--- src/rtl/care_request_arbiter.sv ---
// Care/decay command arbiter: one command in flight, decay ticks outrank care requests.
// Latency: button edge -> pending next cycle -> cmd_valid one cycle later; holds cmd until cmd_ready.
module care_request_arbiter #(
    parameter int DECAY_DIV = 50000000,
    parameter int TEST_DIV  = 5000000
) (
    input  logic       clk,
    input  logic       reset,
    input  logic       btn_salud,
    input  logic       btn_energia,
    input  logic       btn_hambre,
    input  logic       btn_diversion,
    input  logic       btn_test,
    output logic       cmd_valid,
    output logic [1:0] cmd_stat,
    output logic       cmd_op,
    input  logic       cmd_ready,
    output logic       test_mode,
    output logic [3:0] pending,
    output logic       overrun
);
    localparam int MAX_DIV = (DECAY_DIV > TEST_DIV) ? DECAY_DIV : TEST_DIV;
    localparam int CW      = (MAX_DIV > 2) ? $clog2(MAX_DIV) : 1;
    localparam logic [CW-1:0] DECAY_TOP = CW'(DECAY_DIV - 1);
    localparam logic [CW-1:0] TEST_TOP  = CW'(TEST_DIV - 1);

    typedef enum logic {IDLE = 1'b0, ISSUE = 1'b1} state_t;

    state_t        r_state;
    logic [4:0]    r_btn_q;
    logic [CW-1:0] r_cnt;
    logic          r_test_mode;
    logic          r_decay_pend;
    logic          r_overrun;
    logic [3:0]    r_pending;
    logic [1:0]    r_decay_ptr;
    logic [1:0]    r_care_ptr;
    logic          r_cmd_valid;
    logic [1:0]    r_cmd_stat;
    logic          r_cmd_op;

    logic [4:0]    w_btn;
    logic [4:0]    w_rise;
    logic [CW-1:0] w_top;
    logic          w_tick;
    logic          w_hs;
    logic [3:0]    w_clr_care;
    logic          w_care_found;
    logic [1:0]    w_care_sel;
    logic [1:0]    w_idx;

    assign w_btn   = {btn_test, btn_diversion, btn_hambre, btn_energia, btn_salud};
    assign w_rise  = w_btn & ~r_btn_q;
    assign w_top   = r_test_mode ? TEST_TOP : DECAY_TOP;
    // A test-mode toggle restarts the divider, so it never coincides with a tick.
    assign w_tick  = (r_cnt == w_top) && !w_rise[4];
    assign w_hs    = (r_state == ISSUE) && cmd_ready;
    assign w_clr_care = (w_hs && r_cmd_op) ? (4'b0001 << r_cmd_stat) : 4'b0000;

    // Round-robin search begins just after the last granted care stat.
    always_comb begin
        w_care_found = 1'b0;
        w_care_sel   = r_care_ptr;
        w_idx        = r_care_ptr;
        for (int i = 1; i <= 4; i++) begin
            w_idx = r_care_ptr + 2'(i);
            if (!w_care_found && r_pending[w_idx]) begin
                w_care_found = 1'b1;
                w_care_sel   = w_idx;
            end
        end
    end

    always_ff @(posedge clk or posedge reset) begin
        if (reset) begin
            r_state      <= IDLE;
            r_btn_q      <= '0;
            r_cnt        <= '0;
            r_test_mode  <= 1'b0;
            r_decay_pend <= 1'b0;
            r_overrun    <= 1'b0;
            r_pending    <= '0;
            r_decay_ptr  <= 2'd0;
            r_care_ptr   <= 2'd3;
            r_cmd_valid  <= 1'b0;
            r_cmd_stat   <= 2'd0;
            r_cmd_op     <= 1'b0;
        end else begin
            r_btn_q <= w_btn;

            if (w_rise[4]) begin
                r_test_mode <= ~r_test_mode;
                r_cnt       <= '0;
            end else if (r_cnt == w_top) begin
                r_cnt <= '0;
            end else begin
                r_cnt <= r_cnt + 1'b1;
            end

            if (w_tick && r_decay_pend)
                r_overrun <= 1'b1;
            if (w_hs && !r_cmd_op)
                r_decay_pend <= 1'b0;
            else if (w_tick)
                r_decay_pend <= 1'b1;

            // A fresh edge on the granted button outlives the handshake clear.
            r_pending <= (r_pending & ~w_clr_care) | w_rise[3:0];

            case (r_state)
                IDLE: begin
                    if (r_decay_pend) begin
                        r_state     <= ISSUE;
                        r_cmd_valid <= 1'b1;
                        r_cmd_stat  <= r_decay_ptr;
                        r_cmd_op    <= 1'b0;
                    end else if (w_care_found) begin
                        r_state     <= ISSUE;
                        r_cmd_valid <= 1'b1;
                        r_cmd_stat  <= w_care_sel;
                        r_cmd_op    <= 1'b1;
                    end
                end
                ISSUE: begin
                    if (cmd_ready) begin
                        r_state     <= IDLE;
                        r_cmd_valid <= 1'b0;
                        if (r_cmd_op)
                            r_care_ptr <= r_cmd_stat;
                        else
                            r_decay_ptr <= r_decay_ptr + 2'd1;
                    end
                end
                default: r_state <= IDLE;
            endcase
        end
    end

    assign cmd_valid = r_cmd_valid;
    assign cmd_stat  = r_cmd_stat;
    assign cmd_op    = r_cmd_op;
    assign test_mode = r_test_mode;
    assign pending   = r_pending;
    assign overrun   = r_overrun;
endmodule

--- config.mk ---
export PLATFORM = sky130hd
export DESIGN_NAME = care_request_arbiter
export DESIGN_NICKNAME = d
export VERILOG_FILES = /design/src/rtl/care_request_arbiter.sv
export SDC_FILE = /design/constraint.sdc
export NUM_CORES = 1
export LEC_CHECK = 0
export ABC_AREA = 0
export CORE_MARGIN = 2
export CORE_UTILIZATION = 40
export CTS_CLUSTER_DIAMETER = 60
export DETAILED_ROUTE_END_ITERATION = 10
export PLACE_DENSITY = 0.65
export SYNTH_ARGS = -nofsm -noshare
export SYNTH_HDL_FRONTEND = slang
export SYNTH_SLANG_ARGS = --single-unit
--- constraint.sdc ---
create_clock -name clk -period 3.87 [get_ports clk]
set_clock_uncertainty 0.2 [all_clocks]
set_input_delay 0.387 -clock clk [delete_from_list [all_inputs] [get_ports clk]]
set_output_delay 0.387 -clock clk [all_outputs]
set_load 0.005 [all_outputs]
==> results.sh <==
export IMPL_outcome="finished, final reports clean"
export IMPL_post_detailed_route_drc_marker_count=0
export IMPL_grt_first_pass_wirelength_um=7580
export IMPL_initial_utilization_pct=41.4
export IMPL_setup_worst_path_end_class="flip-flop"
export IMPL_p_int_mw=0.853
export IMPL_dieHeight_um=79.5
export IMPL_synth_yosys_seq_area_share_pct=51.8
export IMPL_postSynthRegisterBits=47
export IMPL_finish_net_count=254
export IMPL_period_needed_ps=2350
export IMPL_synth_net_count=235
export IMPL_layout_core_utilization_pct=47.1
export IMPL_critical_path_startpoint_type="flip-flop"
export IMPL_post_cts_resized_instances=0
export IMPL_synth_async_sr_flop_share_pct=100
export IMPL_dr_first_iter_drc_count=69
export IMPL_antenna_violating_nets_post_route=0
export IMPL_multi_input_area_mm2=0.00101
export IMPL_dp_hpwl_um=2860
export IMPL_yosys_cell_types_count=42
export IMPL_first_pass_iters=4
export IMPL_switching_share_of_total_power_pct=29.0
export IMPL_power_density_mw_per_mm2=463
export IMPL_maxCapViolations=0
export IMPL_slew_limit_headroom_pct=34.6
export IMPL_globalRouteOverflowTotal=0
export IMPL_dp_worst_setup_slack_ps=1460
export IMPL_place_port_buffers=17
export IMPL_post_route_cells_drive_above_1_share_pct=7.76
export IMPL_num_antenna_cells=0
export IMPL_timing_setup_tns_ps=0
export IMPL_cts_htree_levels=2
export IMPL_rows=27
export IMPL_synth_warning_count=0
export IMPL_die_area_mm2=0.00631
export IMPL_power_frac_seq_pct=55.6
export IMPL_cp_required_ps=3810
export IMPL_use_met1_pct=20.7
export IMPL_report_final_hold_viol_count=0
export IMPL_vdd_drop_max_mv=0.196
export IMPL_clk_pin_slew_ps=80
export IMPL_grt_setup_unrepaired="false"
export IMPL_clkPwrFrac_pct=24.2
export IMPL_rrSetupSlack_ps=1520
export IMPL_worstSetupStartpoint="r_cnt[6]$_DFF_PP0_"
export IMPL_grt_most_used_layer="met2"
export IMPL_net_switching_power_mw=0.348
export IMPL_final_min_period_over_clock_period_pct=60.8
export IMPL_synthesis_area_mm2=0.00228
export IMPL_worst_ep_arrival_time_ps=2290
export IMPL_yosysTopAreaCellShare_pct=49.5
export IMPL_synth_top_flop_cell="dfrtp_1"
export IMPL_worstHoldStart="r_btn_q[0]$_DFF_PP0_"
export IMPL_grt_met3_usage_pct=3.51
export IMPL_total_setup_violations_reported_at_the_end_of_the_flow=0
export IMPL_use_met2_pct=24.2
export IMPL_synth_cells=226
export IMPL_vias_per_cell=5.12
export IMPL_layout_filler_cells=520
export IMPL_regArea_mm2=0.00118
export IMPL_cts_tree="yes"
export IMPL_first_global_vias=1651
export IMPL_r2r_start="r_cnt[6]$_DFF_PP0_"
export IMPL_flow_area_growth_from_synthesis_pct=13.8
export IMPL_layout_setup_ws_ps=1520
export IMPL_worst_path_max_fanout=25
export IMPL_netlist_top_cell_by_area="dfrtp_1"
export IMPL_design_portCount=18
export IMPL_worst_hold_slack_ps=218
export IMPL_power_static_leakage_nw=1.11
export IMPL_grt_use_total_pct=15.3
export IMPL_min_delay_path_class="flip-flop to flip-flop"
export IMPL_syn_mean_instance_area_um2=10.1
export IMPL_number_of_setup_buffers_added_after_cts=0
export IMPL_critPathKind="flip-flop to flip-flop"
export IMPL_coreArea_mm2=0.00551
export IMPL_avgRoutedWirePerCell_um=13.1
export IMPL_stdcell_count=317
export IMPL_power_frac_comb_pct=20.2
export IMPL_post_place_cells=310
export IMPL_tritoncts_num_buffers=5
export IMPL_synth_enable_flop_cells=0
export IMPL_cts_hold_buffers_added=0
export IMPL_cts_buffer_depth=2
export IMPL_pin_count_of_the_biggest_net_entering_global_routing=48
export IMPL_clock_sink_count=47
export IMPL_clkLatencyLatePin_ps=290
export IMPL_final_max_slew_violation_count=0
export IMPL_detail_route_wirelength_um=4150
export IMPL_synth_top_cells_by_area="dfrtp_1 (49%), xor2_1 (7.7%), nor2_1 (5.1%)"
export IMPL_max_slew_worst_pin_slew_ps=982
export IMPL_fp_dieW_um=79.5
export IMPL_number_of_antenna_violations_at_the_first_check_in_global_routing=0
export IMPL_fmax_mhz=425
export IMPL_finalWeightedCongestion=0.817
export IMPL_routed_via_count=1624
export IMPL_cts_root_buffer="clkbuf_8"
worst max-delay path, stage by stage (launching register included):
cell and delay, ps:
dfrtp_1 440, a2111oi_2 410, nand4_1 200, o31ai_4 820, nor2_1 130
synthesized netlist by cell type (2+ instances only):
| library cell | instances |
|---|---|
| a21oi_1 | 2 |
| a31oi_1 | 2 |
| and3_1 | 6 |
| and4_1 | 3 |
| buf_2 | 3 |
| buf_6 | 2 |
| dfrtp_1 | 45 |
| dfstp_2 | 2 |
| inv_1 | 11 |
| mux2_1 | 2 |
| nand2_1 | 17 |
| nand2b_1 | 4 |
| nand3_1 | 13 |
| nand4_1 | 10 |
| nand4b_1 | 2 |
| nor2_1 | 31 |
| nor2b_1 | 2 |
| nor3_1 | 7 |
| nor3b_1 | 2 |
| o21ai_0 | 13 |
| xnor2_1 | 7 |
| xor2_1 | 20 |
cell usage in the layout, fill, tap and decap left out, types with 2 or more instances in the layout:
master           count
o21ai_0             13
xor2_1              20
dfstp_2              2
nor2b_1              2
a31oi_1              2
and4_1               3
nor3b_1              2
and3_1               6
mux2_1               2
inv_1               10
nand4_1             10
xnor2_1              7
nand4b_1             2
inv_2                2
nand3_1             13
nand2b_1             4
dfrtp_1             45
nor3_1               7
clkdlybuf4s50_1     17
clkbuf_8             6
nor2_1              31
nand2_1             17
a21oi_1              2
state kept, by name, summed over array words and instances, names as in the netlist:
signal        flops
cmd_op            1
cmd_stat          2
cmd_valid         1
overrun           1
pending           4
r_btn_q           5
r_care_ptr        2
r_cnt            26
r_decay_pend      1
r_decay_ptr       2
r_state           1
test_mode         1
per-layer routing:
layer | wire [um] | vias to the layer above
met1 | 2140 | 785
li1 | - | 814
met4 | 29 | 0
met2 | 1830 | 23
met5 | 0 | -
met3 | 151 | 2
metrics by stage:
step                      total power [mW]  area [um2]
final                                 1.20        2590
after global routing                  1.29        2590
after CTS                             1.22        2590
after detailed placement             0.925        2500
after global placement               0.921        2500
after floorplan                      0.810        2280
kinds of logic (layout without fill, tap and decap cells):
| logic type | Yosys count | count (layout) | share of synthesized area [%] |
|---|---|---|---|
| XOR/XNOR | 27 | 27 | 10.4 |
| multiplexers | 4 | 4 | 2.42 |
| AND/OR/NAND/NOR | 102 | 102 | 22.9 |
| AO/OA/AOI/OAI | 27 | 27 | 8.19 |
| flip-flops | 47 | 47 | 51.8 |
| buffers and inverters | 18 | 37 | 3.79 |
| adder cells (fa/ha/maj) | 1 | 1 | 0.549 |
power groups by stage:
stage          Sequential, mW  Clock (mW)  Combinational [mW]
2_1_floorplan           0.648           0               0.162
3_3_place_gp            0.675           0               0.246
3_5_place_dp            0.677           0               0.248
4_1_cts                 0.668       0.306               0.249
5_1_grt                 0.684       0.324               0.281
6_report                0.668       0.290               0.243
final timing paths:
kind,cells after the start,end
max in group asynchronous,2,r_cnt[18]$_DFF_PP0_
worst max-delay path,4,r_cnt[9]$_DFF_PP0_
worst max register to register,4,r_cnt[9]$_DFF_PP0_
worst min register to register,1,pending[0]$_DFF_PP0_
worst min-delay path,1,pending[0]$_DFF_PP0_
min in group asynchronous,2,pending[1]$_DFF_PP0_
layout make-up:
class,instances,area share (%)
timing repair buffer,18,6.86
inverter,12,1.74
clock inverter,1,0.193
multi-input combinational,161,39.1
clock buffer,6,3.19
sequential,47,45.5
tap,72,3.48
Note: power is estimated with default switching activity, not from simulation.
